==> config.mk <==
export PLATFORM = sky130hd
export DESIGN_NAME = clk_div_bank_flat
export DESIGN_NICKNAME = d
export VERILOG_FILES = /design/src/rtl/clk_div_bank_if.sv /design/src/rtl/clk_div_bank.sv /design/src/flat_wrapper.sv
export SDC_FILE = /design/constraint.sdc
export NUM_CORES = 1
export LEC_CHECK = 0
export ABC_AREA = 1
export BUFFER_PORTS_ARGS = -buffer_cell sky130_fd_sc_hd__buf_2
export CAP_MARGIN = 10
export CELL_PAD_IN_SITES_DETAIL_PLACEMENT = 0
export CELL_PAD_IN_SITES_GLOBAL_PLACEMENT = 1
export CORE_ASPECT_RATIO = 0.7
export CORE_MARGIN = 3
export CORE_UTILIZATION = 35
export DETAILED_ROUTE_END_ITERATION = 10
export HOLD_SLACK_MARGIN = 0.03
export PLACE_DENSITY_LB_ADDON = 0.1
export SLEW_MARGIN = 20
export SYNTH_ARGS = -nofsm -noshare
export SYNTH_HDL_FRONTEND = slang
export SYNTH_SLANG_ARGS = --single-unit
==> constraint.sdc <==
create_clock -name _iClk -period 1.7 [get_ports _iClk]
set_input_delay 0.17 -clock _iClk [delete_from_list [all_inputs] [get_ports _iClk]]
set_output_delay 0.17 -clock _iClk [all_outputs]
set_load 0.05 [all_outputs]
==> src/rtl/clk_div_bank_if.sv <==
// Bus bundle for clk_div_bank: the half-period register write/readback port,
// per-channel run enables, global sync, and the divided clock/tick outputs.
interface clk_div_bank_if #(
  parameter int NumChannels = 4,
  parameter int CountWidth  = 16,
  parameter int AddrWidth   = 2
);
  logic                   _iWe;
  logic [AddrWidth-1:0]   _iAddr;
  logic [CountWidth-1:0]  _iWrData;
  logic [NumChannels-1:0] _iEn;
  logic                   _iSync;
  logic [CountWidth-1:0]  _oRdData;
  logic [NumChannels-1:0] _oClkDiv;
  logic [NumChannels-1:0] _oTick;

  // Controller side: drives writes, enables and sync; observes the outputs.
  modport master (
    output _iWe, _iAddr, _iWrData, _iEn, _iSync,
    input  _oRdData, _oClkDiv, _oTick
  );

  // Divider bank side.
  modport slave (
    input  _iWe, _iAddr, _iWrData, _iEn, _iSync,
    output _oRdData, _oClkDiv, _oTick
  );
endinterface

==> src/rtl/clk_div_bank.sv <==
// Multi-channel clock-enable / divided-clock generator.
// Each channel counts up to its active half-period H and toggles its output,
// giving a 50% duty square wave of period 2*(H+1) system clocks plus a
// one-cycle tick on every rising edge. New H values are staged in a shadow
// register and only take effect at a half-period boundary (or immediately
// while the channel is idle), so a running output never sees a runt phase.
module clk_div_bank #(
  parameter int NumChannels     = 4,
  parameter int CountWidth      = 16,
  parameter int AddrWidth       = 2,
  parameter int ResetHalfPeriod = 0
) (
  input  logic           _iClk,
  input  logic           _iRst_n,
  clk_div_bank_if.slave  bus
);

  localparam logic [CountWidth-1:0] ResetH = CountWidth'(ResetHalfPeriod);

  logic [CountWidth-1:0]  cnt_r       [NumChannels];
  logic [CountWidth-1:0]  activeH_r   [NumChannels];
  logic [CountWidth-1:0]  shadowH_r   [NumChannels];
  logic [NumChannels-1:0] clkDiv_r;
  logic [NumChannels-1:0] tick_r;
  logic [CountWidth-1:0]  rdData_r;

  logic [CountWidth-1:0]  nextShadow_s [NumChannels];
  logic [NumChannels-1:0] wrap_s;
  logic [CountWidth-1:0]  rdSel_s;

  // Shadow value each channel holds after this edge (a same-cycle write wins) and wrap detect.
  always_comb begin
    wrap_s = '0;
    for (int i = 0; i < NumChannels; i++) begin
      nextShadow_s[i] = (bus._iWe && (bus._iAddr == AddrWidth'(i))) ? bus._iWrData : shadowH_r[i];
      wrap_s[i]       = (cnt_r[i] == activeH_r[i]);
    end
  end

  // Readback mux: out-of-range addresses match no channel and read as zero.
  always_comb begin
    rdSel_s = '0;
    for (int i = 0; i < NumChannels; i++) begin
      rdSel_s = (bus._iAddr == AddrWidth'(i)) ? activeH_r[i] : rdSel_s;
    end
  end

  // Per-channel divider state machine plus the registered readback.
  always_ff @(posedge _iClk) begin
    if (!_iRst_n) begin
      for (int i = 0; i < NumChannels; i++) begin
        cnt_r[i]     <= '0;
        activeH_r[i] <= ResetH;
        shadowH_r[i] <= ResetH;
      end
      clkDiv_r <= '0;
      tick_r   <= '0;
      rdData_r <= '0;
    end else begin
      rdData_r <= rdSel_s;
      for (int i = 0; i < NumChannels; i++) begin
        shadowH_r[i] <= nextShadow_s[i];
        if (bus._iSync || !bus._iEn[i]) begin
          // Idle or restarting: park low and adopt the latest programmed H.
          cnt_r[i]     <= '0;
          clkDiv_r[i]  <= 1'b0;
          tick_r[i]    <= 1'b0;
          activeH_r[i] <= nextShadow_s[i];
        end else if (wrap_s[i]) begin
          // Half-period boundary: toggle, tick only on the rising transition.
          cnt_r[i]     <= '0;
          clkDiv_r[i]  <= ~clkDiv_r[i];
          tick_r[i]    <= ~clkDiv_r[i];
          activeH_r[i] <= nextShadow_s[i];
        end else begin
          cnt_r[i]     <= cnt_r[i] + CountWidth'(1);
          clkDiv_r[i]  <= clkDiv_r[i];
          tick_r[i]    <= 1'b0;
          activeH_r[i] <= activeH_r[i];
        end
      end
    end
  end

  assign bus._oRdData = rdData_r;
  assign bus._oClkDiv = clkDiv_r;
  assign bus._oTick   = tick_r;

endmodule

==> src/flat_wrapper.sv <==
// flat-port wrapper written by rule: the top's interface ports become plain ports
module clk_div_bank_flat 
#(
  parameter int NumChannels     = 4,
  parameter int CountWidth      = 16,
  parameter int AddrWidth       = 2,
  parameter int ResetHalfPeriod = 0
)
  (_iClk, _iRst_n, bus__iWe, bus__iAddr, bus__iWrData, bus__iEn, bus__iSync, bus__oRdData, bus__oClkDiv, bus__oTick);
  clk_div_bank_if #(.NumChannels(NumChannels), .CountWidth(CountWidth), .AddrWidth(AddrWidth)) bus_i ();
  input  logic _iClk;
  input  logic _iRst_n;
  input wire logic [$bits(bus_i._iWe)-1:0] bus__iWe;
  input wire logic [$bits(bus_i._iAddr)-1:0] bus__iAddr;
  input wire logic [$bits(bus_i._iWrData)-1:0] bus__iWrData;
  input wire logic [$bits(bus_i._iEn)-1:0] bus__iEn;
  input wire logic [$bits(bus_i._iSync)-1:0] bus__iSync;
  output wire logic [$bits(bus_i._oRdData)-1:0] bus__oRdData;
  output wire logic [$bits(bus_i._oClkDiv)-1:0] bus__oClkDiv;
  output wire logic [$bits(bus_i._oTick)-1:0] bus__oTick;
  assign bus_i._iWe = bus__iWe;
  assign bus_i._iAddr = bus__iAddr;
  assign bus_i._iWrData = bus__iWrData;
  assign bus_i._iEn = bus__iEn;
  assign bus_i._iSync = bus__iSync;
  assign bus__oRdData = bus_i._oRdData;
  assign bus__oClkDiv = bus_i._oClkDiv;
  assign bus__oTick = bus_i._oTick;
  clk_div_bank #(.NumChannels(NumChannels), .CountWidth(CountWidth), .AddrWidth(AddrWidth), .ResetHalfPeriod(ResetHalfPeriod)) u_core (._iClk(_iClk), ._iRst_n(_iRst_n), .bus(bus_i));
endmodule
==> summary.txt, run 1 <==
GRT
  • First-pass GRT wire length: 46,700 µm
  • Global route total overflow: 0
  • Initial antenna violation count: 0
  • Pin count of the biggest net entering global routing: 49
  • Vias in the first global route: 7,938
  • Gr usage total: between 15 and 20%

Die
  • Num rows: 52
  • Die area: 32,200 µm²
  • Core Area: 29,200 µm²
  • Die width: 213 µm
  • DIE HEIGHT: around 150 µm
  • I/O pins: 50
  • Initial Util: 36.0%

STA
  • Worst-Margin Slew: approximately 510 ps
  • Clk_skew: 19.6 ps
  • Minimum clock period: 1700 ps
  • RSZ-0062 raised after global routing: true
  • Fmax: about 600 MHz
  • Hold Slack: 43.0 ps
  • Setup violators final: 1
  • Final WS setup: -2.23 ps
  • Final Cycle Share: 100%
  • Slew margin rel.: 66.2%
  • Slew Viols, Final: 0
  • Final TNS setup: -2.23 ps
  • Final Hold Fails: 0

Hold path
  • Worst min path class: in2reg

Drt
  • # DRC: 0
  • Initial DRC count: 573
  • Vias per inst: 4.52
  • Final wirelength: roughly 32,000 µm
  • Post-route antenna net violation count: 0
  • Wire per inst: 16.3 µm
  • Number of iterations in the first detailed-routing pass: 5
  • Routed vias: 8,790

Worst setup path
  • Crit path max-delay cell type: edfxtp_1
  • Max stage delay on crit path: 500 ps
  • CP Cell Sequence: nand2_1 -> nand2_1 -> nor2_1 -> nand2_1 -> nor2_4 -> nand2_2 -> nand2_4 -> clkbuf_16 -> nor2_1
  • Startpoint Class: flop
  • Crit path top cell by count: nand2_1
  • Crit-path max FO: 7
  • CP Class: reg2reg
  • WP data arrival: 1980 ps
  • Worst path required time: 1980 ps
  • Crit end category: flop

Run
  • Max cap viols: 0

Pwr
  • Combinational share of power: 11.5%
  • Total leakage power: 6.36 nW
  • NetSw: 0.00327 W
  • Sw frac: 25.6%
  • Max rail drop VDD: ~0.00064 V
  • Pwr Total: 0.0128 W
  • Clock Power Share: 41.7%
  • Internal: 0.00951 W
  • Power per cell area: 916 nW/µm²
  • Sequential Power Share: between 40% and 50%

CTS
  • Root Buffer: clkbuf_16
  • Clk sink count: around 220
  • Num CTS Buffers: 24
  • Worst skew pair latency: 540 ps
  • Clock tree buffer depth: 3
  • Clk slew on worst S/H paths: 60 ps
  • CTS tree: yes
  • H-tree depth: 1

Placement
  • Global placer's final weighted congestion: between 0.8 and 0.9
  • Post-DP HPWL: 23,500 µm
  • # port buffers: 49
  • Inst Count DP: 1,847

Cells and area
  • Net count, final: 1,578
  • Commonest non-fill, non-tap cell in the layout: nand2_1
  • Most frequent cells in the layout: nand2_1 (312), inv_1 (216), edfxtp_1 (128)
  • Cell Count, Final, Fillers Out: around 2k
  • Area Overhead vs Synth: 32.6%
  • Share of layout cells above drive strength 1: 20.9%
  • Core Util, Final: 47.7%
  • # diodes: 0

Synth
  • Mapped cell area: 10,500 µm²
  • Top post-synthesis cells by area: edfxtp_1 (37%), dfxtp_1 (17%), nand2_1 (11%), inv_1 (8.0%), a21oi_1 (5.6%)
  • Avg Cell Area, Syn: around 8.1 µm²
  • Warnings, synthesis: 0
  • Synth area leader: edfxtp_1
  • Mapped Cells: 1,306
  • Synthesized flop and latch total: 216
  • Distinct cell type count of the synthesized netlist: 31
  • Yosys top cell area share: 36.5%
  • Sequential share of the synthesized area: 53.3%

Run status
  • Failing checks: setup timing
  • Outcome: finished, violations left
==> power by group through the flow <==
stage,logic [W],clock network [W],registers [W]
after floorplan,0.000697,0,0.00611
after global placement,0.00127,0,0.00609
after detailed placement,0.00127,0,0.00609
after CTS,0.00131,0.00546,0.00598
after global routing,0.00163,0.00562,0.00601
final,0.00147,0.00532,0.00598
==> critical path, delay by kind of cell (launching register included) <==
kind	cells	cell delay, ps
simple gates	8	760
flops	1	500
buf+inv	1	190
==> layout make-up <==
cell class | count | area (µm²)
fillers | 2874 | 15300
flip-flops and latches | 216 | 5610
multi-input cells | 887 | 4530
repair buffers | 191 | 1680
inverters | 228 | 856
clock buffers | 40 | 752
well taps | 378 | 473
clock inverters | 4 | 46.3
==> Yosys cell counts <==
cell	n
a21oi_1	117
and2_1	1
buf_1	3
buf_12	1
buf_2	12
buf_4	1
buf_6	4
clkbuf_1	17
conb_1	1
dfxtp_1	88
edfxtp_1	128
ha_1	4
inv_1	223
inv_2	5
nand2_1	319
nand2_2	3
nand2_4	2
nand3_1	53
nand3b_1	1
nand4_1	2
nor2_1	156
nor2_2	11
nor2_4	2
nor3_1	18
o211ai_1	2
o21ai_0	56
o221ai_1	1
o22ai_1	14
o31ai_1	9
xnor2_1	4
xor2_1	48
==> through the flow <==
step                setup slack, ps  instance area, µm²
CTS                           0.248               13100
global placement              -51.7               12100
finish                        -2.23               13900
global route                  -98.9               13900
detailed placement            -39.6               12100
floorplan                       137               10800
==> repair_timing <==
item	4_1_cts	5_1_grt
buffers inserted	2	24
endpoints found under the setup margin	41	144
endpoints found under the hold margin	31	0
cloned	0	10
resized for setup	3	126
pin swaps	0	28
hold buffers	17	0
==> layer usage <==
layer / GRT usage, % / up-vias / wire (µm)
met2: 27.6 / 173 / 12800
met3: 2.92 / 47 / 1420
met5: 0 / - / 0
li1: - / 4552 / -
met1: 30.7 / 4018 / 16800
met4: 3.80 / 0 / 616
==> registers in the layout, indices dropped and copies added, names as in the netlist <==
register,flops
u_core.bus._oRdData,16
u_core.activeH_r,64
u_core.bus._oClkDiv,4
u_core.bus._oTick,4
u_core.shadowH_r,64
u_core.cnt_r,64
==> cell families after synthesis <==
family          Yosys count  share of synthesized area (%)
compound gates          199                           9.93
fa+ha+maj                 4                          0.476
xor+xnor                 52                           4.33
flops                   216                           53.3
simple gates            568                           21.8
other cells               1                         0.0356
buf+inv                 266                           10.1
==> path summary, 6_finish.rpt <==
kind,startpoint,to,slack [ps],depth (start not counted)
hold / removal,bus__iWe,u_core.shadowH_r[0][47],40,3
hold reg to reg,u_core.shadowH_r[0][24],u_core.shadowH_r[0][24],450,2
setup / recovery,u_core.cnt_r[1][5],u_core.cnt_r[1][0],-2,9
setup reg to reg,u_core.cnt_r[1][5],u_core.cnt_r[1][0],-2,9
(Power assumes the default switching activity.)
==> run 2: changes to the inputs <==
CORE_MARGIN = not set   (was 3)
SKIP_LAST_GASP = 1   (was not set)
==> run 2 against run 1 <==
The flow now finishes without violations. Worst setup slack better by 22 ps. Via count down 1.1%. Clock skew is 3.8 ps lower. Largest power group unchanged.
==> summary.txt, run 2 (synthesized netlist as in run 1, its figures left out) <==
Run status
  • Outcome: finished clean (was finished, violations left)

Die
  • Core Area: 29,200 µm² (unchanged)
  • Die width: 209 µm (was 213 µm)
  • I/O pins: 50 (unchanged)
  • DIE HEIGHT: 147 µm (was 151 µm)
  • Initial Util: 36.0% (unchanged)
  • Num rows: 52 (unchanged)
  • Die area: 30,800 µm² (was 32,200 µm²)

Drt
  • Number of iterations in the first detailed-routing pass: 5 (unchanged)
  • Final wirelength: 30,600 µm (was 31,600 µm)
  • Wire per inst: 15.7 µm (was 16.3 µm)
  • Vias per inst: 4.45 (was 4.52)
  • Initial DRC count: 597 (was 573)
  • Post-route antenna net violation count: 0 (unchanged)
  • # DRC: 0 (unchanged)
  • Routed vias: 8,692 (was 8,790)

Placement
  • # port buffers: 49 (unchanged)
  • Inst Count DP: 1,852 (was 1,847)
  • Global placer's final weighted congestion: 0.846 (was 0.816)
  • Post-DP HPWL: 23,000 µm (was 23,500 µm)

STA
  • Fmax: 595 MHz (was 587 MHz)
  • Worst-Margin Slew: 568 ps (was 508 ps)
  • Clk_skew: 15.8 ps (was 19.6 ps)
  • Final Hold Fails: 0 (unchanged)
  • RSZ-0062 raised after global routing: true (unchanged)
  • Minimum clock period: 1680 ps (was 1700 ps)
  • Setup violators final: 0 (was 1)
  • Final TNS setup: 0 ps (was -2.23 ps)
  • Final Cycle Share: 98.8% (was 100%)
  • Slew Viols, Final: 0 (unchanged)
  • Slew margin rel.: 62.1% (was 66.2%)

Worst setup path
  • Startpoint Class: flop (unchanged)
  • Crit path max-delay cell type: edfxtp_1 (unchanged)
  • Reg2Reg Setup Slack: 20 ps (was -2 ps)
  • WP data arrival: 1960 ps (was 1980 ps)
  • Max stage delay on crit path: 470 ps (was 500 ps)
  • Crit path top cell by count: nand2_1 (unchanged)
  • Worst path required time: 1980 ps (about the same)
  • Crit end category: flop (unchanged)
  • CP top delay family: simple AND/OR/NAND/NOR gates (unchanged)
  • Worst R2R Start: u_core.cnt_r[1][10] (was u_core.cnt_r[1][5])
  • R2R Path End: u_core.cnt_r[1][4] (was u_core.cnt_r[1][0])
  • R2R cell count: 9 (unchanged)
  • Crit path buffers/inverters: 1 (unchanged)
  • CP Cell Sequence: nand2_1 -> nand2_1 -> nor2_1 -> nand2_1 -> nor2_2 -> nand2_2 -> nand2_8 -> clkbuf_16 -> nor2_2 (was nand2_1 -> nand2_1 -> nor2_1 -> nand2_1 -> nor2_4 -> nand2_2 -> nand2_4 -> clkbuf_16 -> nor2_1)
  • CP Class: reg2reg (unchanged)
  • Crit-path max FO: 7 (unchanged)

Hold path
  • Worst Hold End: u_core.shadowH_r[0][43] (was u_core.shadowH_r[0][47])
  • Hold path start: bus__iWrData[11] (was bus__iWe)
  • Worst hold stages: 3 (unchanged)
  • Worst min path class: in2reg (unchanged)

Run
  • Max cap viols: 0 (unchanged)

GRT
  • Initial antenna violation count: 0 (unchanged)
  • First-pass GRT wire length: 45,500 µm (was 46,700 µm)
  • Global route total overflow: 0 (unchanged)
  • Gr usage total: 19.6% (was 19.3%)
  • Pin count of the biggest net entering global routing: 64 (was 49)
  • Vias in the first global route: 7,697 (was 7,938)

CTS
  • Clk sink count: 216 (unchanged)
  • Clk slew on worst S/H paths: 60 ps (about the same)
  • H-tree depth: 1 (unchanged)
  • Clock tree buffer depth: 3 (unchanged)
  • Root Buffer: clkbuf_16 (unchanged)
  • Num CTS Buffers: 24 (unchanged)
  • Worst skew pair latency: 530 ps (was 540 ps)
  • CTS tree: yes (unchanged)

Pwr
  • Pwr Total: 0.0127 W (was 0.0128 W)
  • Power per cell area: 917 nW/µm² (was 916 nW/µm²)
  • Max rail drop VDD: 0.000670 V (was 0.000643 V)
  • Total leakage power: 6.41 nW (was 6.36 nW)

Cells and area
  • Most frequent cells in the layout: nand2_1 (312), inv_1 (213), edfxtp_1 (128) (was nand2_1 (312), inv_1 (216), edfxtp_1 (128))
  • Net count, final: 1,586 (was 1,578)
  • Commonest non-fill, non-tap cell in the layout: nand2_1 (unchanged)
  • Area Overhead vs Synth: 32.0% (was 32.6%)
  • Biggest regs: u_core.activeH_r: 64 flops, u_core.cnt_r: 64 flops, u_core.shadowH_r: 64 flops (unchanged)
  • Cell Count, Final, Fillers Out: 1,952 (was 1,944)
  • Share of layout cells above drive strength 1: 20.2% (was 20.9%)
  • # diodes: 0 (unchanged)
## run 2: cell count changes in the layout (fill, tap and decap cells not counted), sizes merged
cell,before,now
bufinv,1,3
clkbuf,48,38
dlygate4sd3,17,14
inv,229,228
clkinv,2,11
buf,166,177
## run 2: how the worst max path moves through the flow
stage,startpoint,end,slack (ps),depth (start not counted)
2_1_floorplan,u_core.cnt_r[3][0],u_core.cnt_r[3][12],140,7
3_3_place_gp,u_core.cnt_r[0][9],u_core.cnt_r[0][14],20,10
3_5_place_dp,u_core.cnt_r[0][9],u_core.cnt_r[0][15],-5,10
4_1_cts,u_core.cnt_r[0][1],u_core.cnt_r[0][15],1,9
5_1_grt,u_core.cnt_r[0][12],u_core.cnt_r[0][2],-80,9
6_report,u_core.cnt_r[1][10],u_core.cnt_r[1][4],20,9
## run 2: final cells by class
type / instances / area, µm²
fill: 2913 / 15300
inverter: 228 / 856
timing repair buffer: 199 / 1770
clock inverter: 14 / 140
clock buffer: 30 / 654
multi-input combinational: 887 / 4390
tap: 378 / 473
sequential: 216 / 5610
## run 2: repair_timing
action | CTS | global route
hold endpoints to repair | 23 | 0
pin swaps | 1 | 33
setup buffers | 2 | 30
resized for setup | 2 | 94
endpoints found under the setup margin | 23 | 133
gates cloned | 0 | 10
hold buffers | 14 | 0
## run 2: layer usage
| layer | vias up | track usage (%) | wire length, µm | part of all wire (%) |
|---|---|---|---|---|
| met3 | 29 | 3.10 | 1260 | 4.1 |
| met5 | - | 0 | 0 | 0 |
| met4 | 0 | 3.93 | 455 | 1.5 |
| met2 | 158 | 27.3 | 12300 | 40 |
| met1 | 3921 | 31.4 | 16600 | 54 |
| li1 | 4584 | - | - | - |
## run 2: report_power, final
part / internal, W / switching [W] / total (W) / leakage [nW]
clock network: 0.00317 / 0.00212 / 0.00529 / 0.396
registers: 0.00582 / 0.000170 / 0.00599 / 2.12
logic: 0.000552 / 0.000904 / 0.00146 / 3.90
total: 0.00954 / 0.00320 / 0.0127 / 6.41
## run 2: metrics by stage
stage	util [%]	worst slack, ps	hold slack (ps)	area (µm²)
floorplan	-	137	336	10800
global placement	41.7	17.2	439	12200
detailed placement	41.7	-4.99	444	12200
CTS	44.9	1.01	30.8	13100
global route	47.5	-76.1	33.4	13900
finish	47.5	20.0	56.0	13900
## run 2: worst register-to-register path: cells and delay by family, from the launching register on
family / cells / cell delay [ps]
buf+inv: 1 / 180
flops: 1 / 470
simple gates: 8 / 810
